$ cat config.mk
export PLATFORM = sky130hd
export DESIGN_NAME = alu_sequencer
export DESIGN_NICKNAME = d
export VERILOG_FILES = /design/src/rtl/alu_sequencer.sv
export SDC_FILE = /design/constraint.sdc
export NUM_CORES = 1
export LEC_CHECK = 0
export ABC_AREA = 1
export ABC_CLOCK_PERIOD_IN_PS = 1620
export CELL_PAD_IN_SITES_DETAIL_PLACEMENT = 1
export CELL_PAD_IN_SITES_GLOBAL_PLACEMENT = 2
export CORE_ASPECT_RATIO = 1.2
export CORE_UTILIZATION = 33
export DETAILED_ROUTE_END_ITERATION = 10
export DONT_BUFFER_PORTS = 1
export PLACE_DENSITY = 0.89
export SLEW_MARGIN = 0
export SYNTH_ARGS = -nofsm -noshare
export SYNTH_HDL_FRONTEND = slang
export SYNTH_SLANG_ARGS = --single-unit
$ cat constraint.sdc
create_clock -name CLK -period 1.62 [get_ports CLK]
set_input_delay 0.162 -clock CLK [delete_from_list [all_inputs] [get_ports CLK]]
set_output_delay 0.162 -clock CLK [all_outputs]
set_load 0.02 [all_outputs]
$ cat src/rtl/alu_sequencer.sv
// Issue/control stage in front of the register-file + ALU datapath. It latches each
// instruction word and sequences it through operand read, ALU capture and write-back.
//
// state | meaning
// IDLE  | ready; accepts a word, NOP/HALT retire on the accept edge
// EXEC  | latched ALU op on A1/A2/opcode, ALU_result captured at end of cycle
// WB    | register-file write plus done pulse for ALU or LI
// HALT  | HALT executed; nothing accepted or written until RST
module alu_sequencer #(
    parameter int CNT_W = 16
) (
    input  logic             CLK,
    input  logic             RST,
    input  logic             instr_valid,
    input  logic [31:0]      instr,
    output logic             instr_ready,
    output logic [4:0]       A1,
    output logic [4:0]       A2,
    output logic [4:0]       A3,
    output logic             WE3,
    output logic [31:0]      WD3,
    output logic [1:0]       opcode,
    input  logic [31:0]      ALU_result,
    output logic             done_valid,
    output logic [4:0]       done_rd,
    output logic [31:0]      done_data,
    output logic             halted,
    output logic [CNT_W-1:0] retired
);
    localparam logic [1:0] K_ALU  = 2'b00;
    localparam logic [1:0] K_LI   = 2'b01;
    localparam logic [1:0] K_NOP  = 2'b10;
    localparam logic [1:0] K_HALT = 2'b11;

    typedef enum logic [1:0] {S_IDLE, S_EXEC, S_WB, S_HALT} state_t;

    state_t           r_state;
    state_t           w_state_nxt;
    logic [31:0]      r_instr;
    logic [31:0]      r_result;
    logic [CNT_W-1:0] r_retired;
    logic             w_accept;
    logic             w_retire;
    logic [1:0]       w_in_kind;
    logic [31:0]      w_wb_data;

    assign w_in_kind = instr[31:30];
    assign w_accept  = instr_valid && instr_ready;
    assign w_retire  = (r_state == S_WB) ||
                       (w_accept && ((w_in_kind == K_NOP) || (w_in_kind == K_HALT)));
    assign w_wb_data = (r_instr[31:30] == K_ALU) ? r_result : {16'b0, r_instr[15:0]};

    always_ff @(posedge CLK) begin
        if (RST) begin
            r_state <= S_IDLE;
        end else begin
            r_state <= w_state_nxt;
        end
    end

    // Reset branch also blocks the WB retire, so a reset during WB or EXEC discards the op.
    always_ff @(posedge CLK) begin
        if (RST) begin
            r_instr   <= '0;
            r_result  <= '0;
            r_retired <= '0;
        end else begin
            if (w_accept) begin
                r_instr <= instr;
            end
            if (r_state == S_EXEC) begin
                r_result <= ALU_result;
            end
            if (w_retire) begin
                r_retired <= r_retired + CNT_W'(1);
            end
        end
    end

    always_comb begin
        w_state_nxt = r_state;
        case (r_state)
            S_IDLE: begin
                if (w_accept) begin
                    case (w_in_kind)
                        K_ALU:   w_state_nxt = S_EXEC;
                        K_LI:    w_state_nxt = S_WB;
                        K_NOP:   w_state_nxt = S_IDLE;
                        default: w_state_nxt = S_HALT;
                    endcase
                end
            end
            S_EXEC:  w_state_nxt = S_WB;
            S_WB:    w_state_nxt = S_IDLE;
            default: w_state_nxt = S_HALT;
        endcase
    end

    // Every output is forced to its reset value while RST is high, not only after the edge.
    always_comb begin
        instr_ready = 1'b0;
        A1          = '0;
        A2          = '0;
        A3          = '0;
        WE3         = 1'b0;
        WD3         = '0;
        opcode      = '0;
        done_valid  = 1'b0;
        done_rd     = '0;
        done_data   = '0;
        halted      = 1'b0;
        retired     = '0;
        if (!RST) begin
            instr_ready = (r_state == S_IDLE);
            halted      = (r_state == S_HALT);
            retired     = r_retired;
            A1          = r_instr[22:18];
            A2          = r_instr[17:13];
            opcode      = r_instr[29:28];
            if (r_state == S_WB) begin
                A3         = r_instr[27:23];
                WE3        = 1'b1;
                WD3        = w_wb_data;
                done_valid = 1'b1;
                done_rd    = r_instr[27:23];
                done_data  = w_wb_data;
            end
        end
    end
endmodule

Word level (Yosys, flattened, before mapping)
Cells that the tools add are included.
{"block": "op_classes", "addsub": 1, "n_mux": 16, "n_reduce_logical": 7, "eq_ne": 7}
{"cell": "32-bit 2-to-1 mux", "count": 3}
{"cell": "5-bit 2-to-1 mux", "count": 4}
{"cell": "16-bit by 1-bit adder with 16-bit output, second input constant", "count": 1}
{"cell": "16-bit 2-to-1 mux", "count": 1}
{"cell": "2-bit case mux with 3 select lines", "count": 2}
{"cell": "2-bit equality test, second input constant", "count": 4}
{"cell": "2-bit logical NOT", "count": 3}
{"cell": "2-bit by 1-bit equality test with 1-bit output, second input constant", "count": 2}
{"cell": "1-bit 2-to-1 mux", "count": 4}
{"cell": "2-bit 2-to-1 mux", "count": 2}
{"cell": "1-bit logical AND", "count": 2}
{"cell": "1-bit logical OR", "count": 2}
{"cell": "2-bit inequality test, second input constant", "count": 1}
{"block": "word_totals", "reg_bits": 82, "output_inout_bits": 106, "in_bits": 67, "wordCells": 35}

Depth between registers and ports, before layout
Gate-level depths: netlist (run 1).
{"block": "logic_depth", "depth_word": 5, "ltp_mapped": 10, "mapped_depth_nobuf": 9}

Worst setup path after synthesis (run 1)
Ideal clock, no wire load.
{"block": "synth_timing", "path_type": "reg2out", "startpoint": "register r_state[1]", "endpoint": "output done_data[3]", "required_ns": 1.458, "stages_incl_launch_ff": 7, "n_path_buf": 2, "path_slack_ns": -0.331, "arrival_ns": 1.789, "cell_sequence": "dfxtp_1 -> nand2_2 -> nor2_4 -> inv_2 -> buf_6 -> a211oi_1 -> buf_4"}
{"block": "synth_between", "elab_chain_len": 3}
{"item": "start, declared", "line": "37", "source": "state_t r_state;"}
{"item": "start signal, assigned", "line": "57", "source": "r_state <= w_state_nxt;"}
{"item": "2-bit equality test", "line": "120", "source": "if (r_state == S_WB) begin"}
{"item": "32-bit 2-to-1 mux (2 in a row)"}
{"item": "end, declared", "line": "26", "source": "output logic [31:0] done_data,"}
Every way passes these cells.

Final worst setup path (run 1)
{"block": "layout_timing", "startpoint": "register r_state[0]", "endpoint": "output WD3[7]"}
{"block": "layout_between", "elab_chain_len": 3}
{"item": "2-bit equality test", "line": "120"}
{"item": "32-bit 2-to-1 mux", "line": "120"}
{"item": "32-bit 2-to-1 mux", "line": "113", "source": "if (!RST) begin"}
{"item": "end, declared", "line": "21", "source": "output logic [31:0] WD3,"}
Every way passes these cells.

==> results of run 1 <==
per-stage QoR:
stage	utilization, %	TNS [ps]	setup slack (ps)	total power [W]	hold slack [ps]
global placement	37.39	0	188.5	0.002856	242.6
floorplan	-	-1351	-83.92	0.002761	274.7
finish	47.66	-2852	-110.7	0.005186	49.51
global route	47.66	-6974	-181.0	0.005426	68.84
detailed placement	37.39	0	117.4	0.002883	247.3
CTS	46.25	-1897	-80.92	0.005180	32.88
layout by cell type, fill, tap and decap left out, types with 20 or more instances in the layout:
cell / synthesis / layout
buf_4: 42 / 29
dfxtp_1: 82 / 78
o31ai_1: 25 / 25
inv_1: 56 / 54
nand2_1: 92 / 92
buf_6: 5 / 24
nand3_1: 20 / 20
nor2_1: 158 / 139
dlygate4sd3_1: 0 / 64
o21ai_0: 36 / 33
cell type report:
type	count	area [um2]	share of cell area, %
repair buffers	129	1389	23.95
diodes	1	2.502	0.04316
inverters	58	225.2	3.884
clock buffers	11	242.7	4.186
clock inverters	4	51.30	0.8848
well taps	161	201.4	3.474
multi-input cells	389	2037	35.13
flip-flops and latches	82	1649	28.44
state kept, by name, summed over array words and instances, names as in the netlist:
| register | count |
|---|---|
| r_instr | 32 |
| r_result | 32 |
| r_retired | 16 |
| r_state | 2 |
power by group through the flow:
stage          sequential [W]  combinational [W]  clock (W)
3_3_place_gp          0.00224           0.000615          0
4_1_cts               0.00221           0.000860    0.00211
5_1_grt               0.00222           0.000980    0.00222
3_5_place_dp          0.00225           0.000635          0
2_1_floorplan         0.00223           0.000528          0
6_report              0.00221           0.000903    0.00207
how the worst min path moves through the flow:
stage / startpoint / endpoint / slack [ps] / cells after the start
detailed placement: RST / r_retired[3] / 250 / 1
CTS: RST / r_state[1] / 30 / 3
global route: RST / r_state[1] / 70 / 3
floorplan: instr[0] / r_instr[0] / 270 / 2
finish: RST / r_state[1] / 50 / 3
global placement: RST / r_retired[5] / 240 / 1
logic make-up (layout without fill, tap and decap cells):
kind of cell,Yosys count,after routing,synth area share [%]
other cells,0,1,0
simple gates,282,282,27.55
compound gates,102,102,14.63
xor+xnor,1,1,0.2108
fa+ha+maj,4,4,1.205
buf+inv,130,202,16.89
flops,82,82,39.51
critical path: stages (launching register included):
cell and delay (ps):
dfxtp_2 320, inv_2 80, nand2_4 60, nor2_4 140, inv_4 80, buf_12 150, a211oi_4 200, buf_6 180
metal layers:
| layer | wire [um] | global-route usage, % | up-vias |
|---|---|---|---|
| met5 | 0 | 0 | - |
| li1 | - | - | 1996 |
| met1 | 5361 | 21.52 | 1961 |
| met2 | 7383 | 39.07 | 114 |
| met3 | 513 | 4.814 | 34 |
| met4 | 425 | 9.244 | 0 |
what timing repair did:
| action | CTS | global route |
|---|---|---|
| hold buffers | 65 | 0 |
| pin swaps | 4 | 0 |
| gates resized for setup | 22 | 32 |
| buffers inserted | 4 | 1 |
| hold endpoints to repair | 69 | 0 |
| gates cloned | 2 | 2 |
| setup endpoints to repair | 64 | 64 |
==> results by group, run 1 <==
Setup path
  • CP startpoint: r_state[0]
  • Critical Path Source Type: flip-flop
  • Critical Path End: WD3[7]
  • Crit path kind: flip-flop to output pin
  • Crit end category: output pin
  • RR Startpoint: r_state[1]
  • CP Max Fanout: 10
  • WP data arrival: 1570 ps
  • R2R Setup Slk: 130 ps
  • Reg2Reg Depth: 7
  • Worst Path Required: 1460 ps
  • Reg2reg end: r_retired[0]

Route
  • DRC Markers: 0
  • Antenna Nets Post-Route: 0
  • Final wirelength: approximately 14,000 um
  • Vias per cell: 4.916
  • DR iter-0 viols: 126
  • Vias: 4,105
  • First-pass detailed-route iteration total: 4
  • DR WL/cell: 16.39 um

Logic synthesis
  • Share of the synthesized area in the top cell type: 39.51%
  • #FFs+latches synth: 82
  • Most instantiated cells after synthesis: 158 x nor2_1, 92 x nand2_1, 82 x dfxtp_1
  • Syn avg cell area: 6.914 um2
  • Most common cell in the netlist: nor2_1
  • Post-Syn Area: just over 4000 um2
  • Post-synth net total: 672
  • Area leader, netlist: dfxtp_1
  • Post-synth ARST share: 0%
  • Syn Inst Count: 601
  • Synthesis Warnings: 0
  • Cell variety after synth: 25
  • Seq/Total Area, Yosys: 39.51%
  • Top cells by area, synth: dfxtp_1 40%, nor2_1 14%, nand2_1 8.3%
  • EDFF count, synth: 0
  • Synth Flop Type: dfxtp_1

Place
  • DP Area: 4549 um2
  • Placed Cells: 746
  • IO buf count: 0
  • Gpl congestion: 0.8003
  • DPL Wire Length: 8190 um

STA
  • Worst slew pin tran: 458.4 ps
  • Slew Viols, Final: 0
  • Setup ws final: -110.7 ps
  • Highest clock rate: 0.5778 GHz
  • Final period utilization: 106.8%
  • Clock Skew: 6.965 ps
  • Worst relative slew slack: 69.33%
  • Setup violators final: 46
  • Crit path time final: 1731 ps
  • Final hold vios: 0
  • Unrepaired setup endpoints after global routing: yes

Layout
  • Final Instance Count excl. Fillers: 835
  • Synth-to-Final Area Change: 39.54%
  • Post-route cell area: roughly 5800 um2
  • Nets: 740
  • Layout cell share with drive strength beyond 1: 19.61%
  • # fillers: 1,467

Clock tree
  • CTS tree: yes
  • Clock Latency Late Sink: about 340 ps
  • CTS H-tree depth: 3
  • Clock root buffer: clkbuf_16
  • Maximum buffer depth of the clock tree: 2
  • CTS clock-pin slew for the worst setup and hold paths: 60 ps
  • Clock sink count: 82
  • Total CTS buffers: 9

Min path
  • Worst Hold Class: input port to flip-flop

Power
  • Internal power: 0.003735 W
  • Clk pwr share: between 30 and 40%
  • Pleak: 2.281 nW
  • VDD IR-drop max: 0.4110 mV
  • Sw Share: 27.99%
  • NetSw: 0.001452 W
  • Reg power frac: between 40% and 50%
  • Power share of the combinational group: 17.4%
  • Power density over cell area: 894.5 nW/um2

Run status
  • Status: finished with violations
  • Failing checks: setup timing

Global routing
  • Vias in the first global route: 4,397
  • GR Util All Layers: a little over 20%
  • Initial antenna violation count: 1
  • Global-route wire length before repair: 21,400 um
  • GRT overflow: 0
  • Pin count of the biggest net entering global routing: 55

Floorplanning
  • Die Wd: between 100 and 150 um
  • Chip Height: between 100 and 150 um
  • Starting density of the core: 34.15%
  • Num ports: 173
  • Die footprint: roughly 13,000 um2
  • Core ar.: 12,170 um2
  • FP Rows: 44

Flow run
  • Max-Cap Viols: 0
Power figures use the tool's default switching activity.
==> run 2, diff against run 1 <==
--- a/config.mk
+++ b/config.mk
@@ -14,6 +14,7 @@
 export DETAILED_ROUTE_END_ITERATION = 10
 export DONT_BUFFER_PORTS = 1
 export PLACE_DENSITY = 0.89
+export RECOVER_POWER = 50
 export SLEW_MARGIN = 0
 export SYNTH_ARGS = -nofsm -noshare
 export SYNTH_HDL_FRONTEND = slang
==> run 2 against run 1 <==
  * Cell area down 0.24%
  * Non-clock buffer count unchanged
  * Largest cell class unchanged
  * Critical path depth stayed put
  * Clock-buffer cell count unchanged
  * Cell count stayed put
  * Critical path type unchanged
  * Die area did not move
  * Clock power about the same
  * The flow still finishes with violations (setup timing)
  * Global-route usage stayed put
==> results by group, run 2 (synthesized netlist as in run 1, its figures left out) <==
STA
  • Final period utilization: 106.9% (about the same)
  • Unrepaired setup endpoints after global routing: yes
  • Setup_tns: -3167 ps (-315.2 ps)
  • Worst relative slew slack: 52.72% (-17 points)
  • Setup ws final: -111.4 ps (-0.7370 ps)
  • Crit path time final: 1731 ps (+0.7370 ps)
  • Setup violators final: 56 (+22%)
  • Highest clock rate: 0.5776 GHz (about the same)
  • Slew Viols, Final: 0 (unchanged)
  • Worst slew pin tran: 709.3 ps (+250.9 ps)
  • Final hold vios: 0 (unchanged)
  • Clock Skew: 7.425 ps (+0.4594 ps)

Route
  • DRC Markers: 0 (unchanged)
  • First-pass detailed-route iteration total: 4 (unchanged)
  • Vias per cell: 4.938 (+0.44%)
  • Met3 routed WL: 503 um (-1.9%)
  • Vias: 4,123 (+0.44%)
  • Final wirelength: 13,710 um (+0.17%)
  • Uppermost routed layer: met4
  • DR WL/cell: 16.41 um (+0.17%)
  • Antenna Nets Post-Route: 0 (unchanged)
  • Wl on met1: 5367 um (+0.11%)
  • Met2 routed WL: 7418 um (+0.47%)
  • DR iter-0 viols: 125 (-0.79%)

Global routing
  • GR Util All Layers: 20.72% (unchanged)
  • GRT overflow: 0 (unchanged)
  • Initial antenna violation count: 1 (unchanged)
  • Global-route wire length before repair: 21,400 um (unchanged)
  • Vias in the first global route: 4,397 (unchanged)
  • Pin count of the biggest net entering global routing: 55 (unchanged)

Flow run
  • Max-Cap Viols: 0 (unchanged)

Power
  • NetSw: 0.001454 W (+0.19%)
  • Final Power: 0.005186 W (about the same)
  • Power density over cell area: 896.6 nW/um2 (+0.23%)
  • Internal power: 0.003732 W (about the same)
  • Clk pwr share: 40.0% (about the same)
  • Sw Share: 28.04% (+0.055 points)
  • VDD IR-drop max: 0.4106 mV (about the same)
  • Pleak: 2.274 nW (-0.27%)
  • Reg power frac: 42.7% (about the same)
  • Power share of the combinational group: 17.3% (about the same)

Setup path
  • Crit end category: output pin
  • Worst Path Required: 1460 ps (about the same)
  • Slowest cell on crit path: dfxtp_2
  • CP Max Fanout: 10 (unchanged)
  • Critical path's top delay family: buffers and inverters
  • Slowest stage delay, CP: 320 ps (about the same)
  • Crit-path cells: inv_2, nand2_4, nor2_4, inv_4, buf_12, a211oi_4, buf_6
  • WP data arrival: 1570 ps (about the same)
  • R2R Setup Slk: 60 ps (-70 ps)
  • Crit path kind: flip-flop to output pin
  • Critical Path Source Type: flip-flop
  • WP buf/inv: 4 (unchanged)

Layout
  • Synth-to-Final Area Change: 39.21%
  • Final Instance Count excl. Fillers: 835 (unchanged)
  • Nets: 740 (unchanged)
  • Most common cell after layout, fill and taps aside: nor2_1
  • Layout cell share with drive strength beyond 1: 19.47% (-0.15 points)
  • Top Registers: r_instr: 32 flops, r_result: 32 flops, r_retired: 16 flops
  • Most frequent cells in the layout: 139 x nor2_1, 92 x nand2_1, 78 x dfxtp_1

Clock tree
  • CTS tree: yes
  • Total CTS buffers: 9 (unchanged)
  • Clock Latency Late Sink: 340 ps (about the same)
  • Clock sink count: 82 (unchanged)
  • Clock root buffer: clkbuf_16
  • CTS H-tree depth: 3 (unchanged)
  • CTS clock-pin slew for the worst setup and hold paths: 60 ps (about the same)
  • Maximum buffer depth of the clock tree: 2 (unchanged)

Floorplanning
  • Die footprint: 13,050 um2 (unchanged)
  • Num ports: 173 (unchanged)
  • FP Rows: 44 (unchanged)
  • Die Wd: 104.4 um (unchanged)
  • Chip Height: 124.9 um (unchanged)
  • Starting density of the core: 34.15% (unchanged)
  • Core ar.: 12,170 um2 (unchanged)

Min path
  • Worst Hold Class: input port to flip-flop

Place
  • Placed Cells: 746 (unchanged)
  • IO buf count: 0 (unchanged)
  • DPL Wire Length: 8190 um (unchanged)
  • Gpl congestion: 0.8003 (unchanged)

Run status
  • Failing checks: setup timing
  • Status: finished with violations
## run 2: cell types whose count changed in the layout (fill, tap and decap cells not counted), sizes merged
cell,delta
buf,-4
clkbuf,+4
## run 2: path summary, 6_finish.rpt
check | start | depth (start not counted) | to
setup / recovery | r_state[0] | 7 | WD3[7]
hold / removal | RST | 3 | r_state[1]
hold reg to reg | r_instr[28] | 2 | r_instr[28]
setup reg to reg | r_state[1] | 6 | r_result[25]
## run 2: tightest hold or removal path: stages
cell	delay [ps]
o21ai_0	70
inv_1	70
nor3_1	40
## run 2: area by class of cell
type                    count  area [um2]
diodes                      1       2.502
clock buffers              11       242.7
clock inverters             4       51.30
fillers                  1470        6382
inverters                  58       225.2
multi-input cells         389        2037
flip-flops and latches     82        1647
well taps                 161       201.4
repair buffers            129        1378
## run 2: power by group through the flow
| stage | Combinational [W] | Sequential, W | Clock, W |
|---|---|---|---|
| after floorplan | 0.000528 | 0.00223 | 0 |
| final | 0.000899 | 0.00221 | 0.00207 |
| after global routing | 0.000976 | 0.00222 | 0.00222 |
| after detailed placement | 0.000635 | 0.00225 | 0 |
| after global placement | 0.000615 | 0.00224 | 0 |
| after CTS | 0.000860 | 0.00221 | 0.00211 |
## run 2: per-stage QoR
stage          hold slack (ps)  utilization [%]  cell area [um2]  worst slack (ps)
6_report                 53.04            47.54             5784            -111.4
5_1_grt                  70.25            47.54             5784            -181.0
4_1_cts                  32.88            46.25             5627            -80.92
3_5_place_dp             247.3            37.39             4549             117.4
3_3_place_gp             242.6            37.39             4549             188.5
2_1_floorplan            274.7                -             4310            -83.92
## run 2: metal layers
layer / vias to the layer above / GRT usage (%)
li1: 1995 / -
met4: 0 / 9.244
met2: 117 / 39.07
met3: 32 / 4.814
met5: - / 0
met1: 1979 / 21.52
## run 2: what timing repair did
action                                 CTS  global route
setup buffers                            4             1
endpoints found under the hold margin   69             0
pin swaps                                4             0
resized for setup                       22            32
cloned                                   2             2
setup endpoints to repair               64            64
hold buffers                            65             0
==> run 3, diff against run 2 <==
--- a/config.mk
+++ b/config.mk
@@ -6,14 +6,14 @@
 export NUM_CORES = 1
 export LEC_CHECK = 0
 export ABC_AREA = 1
-export ABC_CLOCK_PERIOD_IN_PS = 1620
+export ABC_CLOCK_PERIOD_IN_PS = 2000
 export CELL_PAD_IN_SITES_DETAIL_PLACEMENT = 1
 export CELL_PAD_IN_SITES_GLOBAL_PLACEMENT = 2
 export CORE_ASPECT_RATIO = 1.2
-export CORE_UTILIZATION = 33
+export CORE_UTILIZATION = 35
 export DETAILED_ROUTE_END_ITERATION = 10
 export DONT_BUFFER_PORTS = 1
-export PLACE_DENSITY = 0.89
+export PLACE_DENSITY = 0.93
 export RECOVER_POWER = 50
 export SLEW_MARGIN = 0
 export SYNTH_ARGS = -nofsm -noshare
==> constraint.sdc (replaced) <==
create_clock -name CLK -period 2 [get_ports CLK]
set_input_delay 0.2 -clock CLK [delete_from_list [all_inputs] [get_ports CLK]]
set_output_delay 0.2 -clock CLK [all_outputs]
set_load 0.02 [all_outputs]
==> run 3 against run 2 <==
  * Non-clock buffer count decreased by 57
  * Cell count is 7.4% lower
  * Critical path depth fell by 1
  * Via count fell by 7.5%
  * First-iteration DRC count increased by 4.0%
  * The run now ends clean
  * Routed wire length down 15%
==> results by group, run 3 (synthesized netlist as in run 1, its figures left out) <==
Power
  • Power density over cell area: 829.5 nW/um2 (-7.5%)
  • Power share of the combinational group: 12.5% (-4.8 points)
  • VDD IR-drop max: 0.4893 mV (+19%)
  • Reg power frac: 45.0% (+2.3 points)
  • Final Power: 0.003972 W (-23%)
  • Internal power: 0.002962 W (-21%)
  • Pleak: 1.956 nW (-14%)
  • Clk pwr share: 42.5% (+2.5 points)
  • NetSw: 0.001010 W (-31%)
  • Sw Share: 25.42% (-2.6 points)

Layout
  • Post-route cell area: 4788 um2 (-17%)
  • Top Registers: r_instr: 32 flops, r_result: 32 flops, r_retired: 16 flops
  • Nets: 683 (-7.7%)
  • Most common cell after layout, fill and taps aside: nor2_1
  • Most frequent cells in the layout: 158 x nor2_1, 93 x nand2_1, 82 x dfxtp_1
  • # fillers: 1,483 (+0.88%)
  • Multi-input combinational cell area: 1809 um2 (-11%)
  • Area occupied by registers: 1642 um2 (-0.30%)
  • Diodes inserted: 0 (-1)
  • Final Instance Count excl. Fillers: 773 (-7.4%)
  • Synth-to-Final Area Change: 15.24%
  • Layout cell share with drive strength beyond 1: 11.69% (-7.8 points)

Flow run
  • Max-Cap Viols: 0 (unchanged)

Clock tree
  • CTS clock-pin slew for the worst setup and hold paths: 60 ps (about the same)
  • Total CTS buffers: 9 (unchanged)
  • Clock Latency Late Sink: 330 ps (about the same)
  • Clock root buffer: clkbuf_16
  • CTS H-tree depth: 3 (unchanged)
  • CTS tree: yes
  • Buffer count from post-CTS setup fixing: 0 (-4)
  • Gates resized, CTS repair: 0 (-100%)
  • Maximum buffer depth of the clock tree: 2 (unchanged)
  • Clock sink count: 82 (unchanged)

Route
  • Vias per cell: 4.935 (about the same)
  • First-pass detailed-route iteration total: 4 (unchanged)
  • DRC Markers: 0 (unchanged)
  • DR iter-0 viols: 130 (+4.0%)
  • Antenna Nets Post-Route: 0 (unchanged)
  • Final wirelength: 11,630 um (-15%)
  • Vias: 3,815 (-7.5%)
  • DR WL/cell: 15.05 um (-8.3%)

Setup path
  • Slowest cell on crit path: dfxtp_1
  • Crit path kind: flip-flop to output pin
  • Crit-path cells: inv_1, nand2_2, nor2_4, inv_2, nor2_1, buf_4
  • WP buf/inv: 3 (-1)
  • Critical path's top delay family: buffers and inverters
  • CP Max Fanout: 29 (+19)
  • Crit end category: output pin
  • Slowest stage delay, CP: 420 ps (+100 ps)
  • WP data arrival: 1740 ps (+170 ps)
  • Critical Path Source Type: flip-flop
  • Worst Path Required: 1800 ps (+340 ps)

Global routing
  • GR Util All Layers: 19.46% (-1.3 points)
  • Vias in the first global route: 3,884 (-12%)
  • Initial antenna violation count: 0 (-1)
  • GRT overflow: 0 (unchanged)
  • Pin count of the biggest net entering global routing: 65 (+18%)
  • Global-route wire length before repair: 18,570 um (-13%)

STA
  • Slew Viols, Final: 0 (unchanged)
  • Final period utilization: 96.92%
  • Worst slew pin tran: 1051 ps (+341.6 ps)
  • Crit path time final: 1938 ps
  • Final hold vios: 0 (unchanged)
  • Unrepaired setup endpoints after global routing: yes
  • Worst relative slew slack: 29.87% (-23 points)
  • Highest clock rate: 0.5159 GHz
  • Setup violators final: 0 (-100%)
  • Clock Skew: 5.083 ps (-2.341 ps)

Place
  • Gpl congestion: 0.7924 (-0.99%)
  • DP Area: 4233 um2 (-7.0%)
  • Placed Cells: 732 (-1.9%)
  • IO buf count: 0 (unchanged)
  • DPL Wire Length: 7894 um (-3.6%)

Floorplanning
  • Die footprint: 12,310 um2 (-5.6%)
  • Core ar.: 11,570 um2 (-4.9%)
  • Starting density of the core: 35.92% (+1.8 points)
  • Num ports: 173 (unchanged)
  • Die Wd: 101.5 um (-2.8%)
  • Chip Height: 121.4 um (-2.8%)
  • FP Rows: 43 (-2.3%)

Min path
  • Worst Hold Class: input port to flip-flop

Run status
  • Status: finished clean
[run 3: power by group through the flow]
stage / Sequential, W / Combinational, W / Clock (W)
floorplan: 0.00181 / 0.000387 / 0
global placement: 0.00182 / 0.000432 / 0
detailed placement: 0.00182 / 0.000450 / 0
CTS: 0.00179 / 0.000509 / 0.00173
global route: 0.00180 / 0.000558 / 0.00180
finish: 0.00179 / 0.000496 / 0.00169
[run 3: what timing repair did]
item | 4_1_cts | 5_1_grt
hold buffers | 26 | 0
hold endpoints to repair | 37 | 0
setup endpoints to repair | 0 | 62
[run 3: worst reg2reg max path, stage by stage, from the launching register on]
cell	delay [ps]
dfxtp_1	370
nor2_4	180
nand2_1	140
nor2_4	100
clkbuf_4	570
nand2_1	150
o31ai_1	110
[run 3: worst paths after layout]
kind | from | to | slack [ps] | cells after the start
setup / recovery | r_state[0] | done_data[29] | 60 | 6
setup reg to reg | r_state[1] | r_instr[8] | 270 | 6
hold / removal | instr[29] | r_instr[29] | 8 | 2
hold reg to reg | r_instr[7] | r_instr[7] | 470 | 2
[run 3: per-layer routing]
metal | vias up | track usage (%) | share of wire (%)
li1 | 1878 | - | -
met4 | 0 | 6.522 | 1.6
met3 | 13 | 4.839 | 4.5
met5 | - | 0 | 0
met2 | 73 | 36.18 | 53
met1 | 1851 | 21.12 | 41
[run 3: metrics by stage]
step                setup slack [ps]  hold WS [ps]  setup TNS (ps)  util [%]
floorplan                      10.71         312.7               0         -
global placement               373.7         282.1               0     36.59
detailed placement             355.5         282.7               0     36.59
CTS                            32.80       0.06972               0     41.57
global route                  -68.20         2.750           -1751     41.40
finish                         61.57         8.106               0     41.40
[run 3: cell type report]
cell class	count	area share, %
clock inverters	2	0.7316
flip-flops and latches	82	34.28
clock buffers	13	5.644
well taps	157	4.102
repair buffers	72	12.86
inverters	58	4.599
multi-input cells	389	37.78
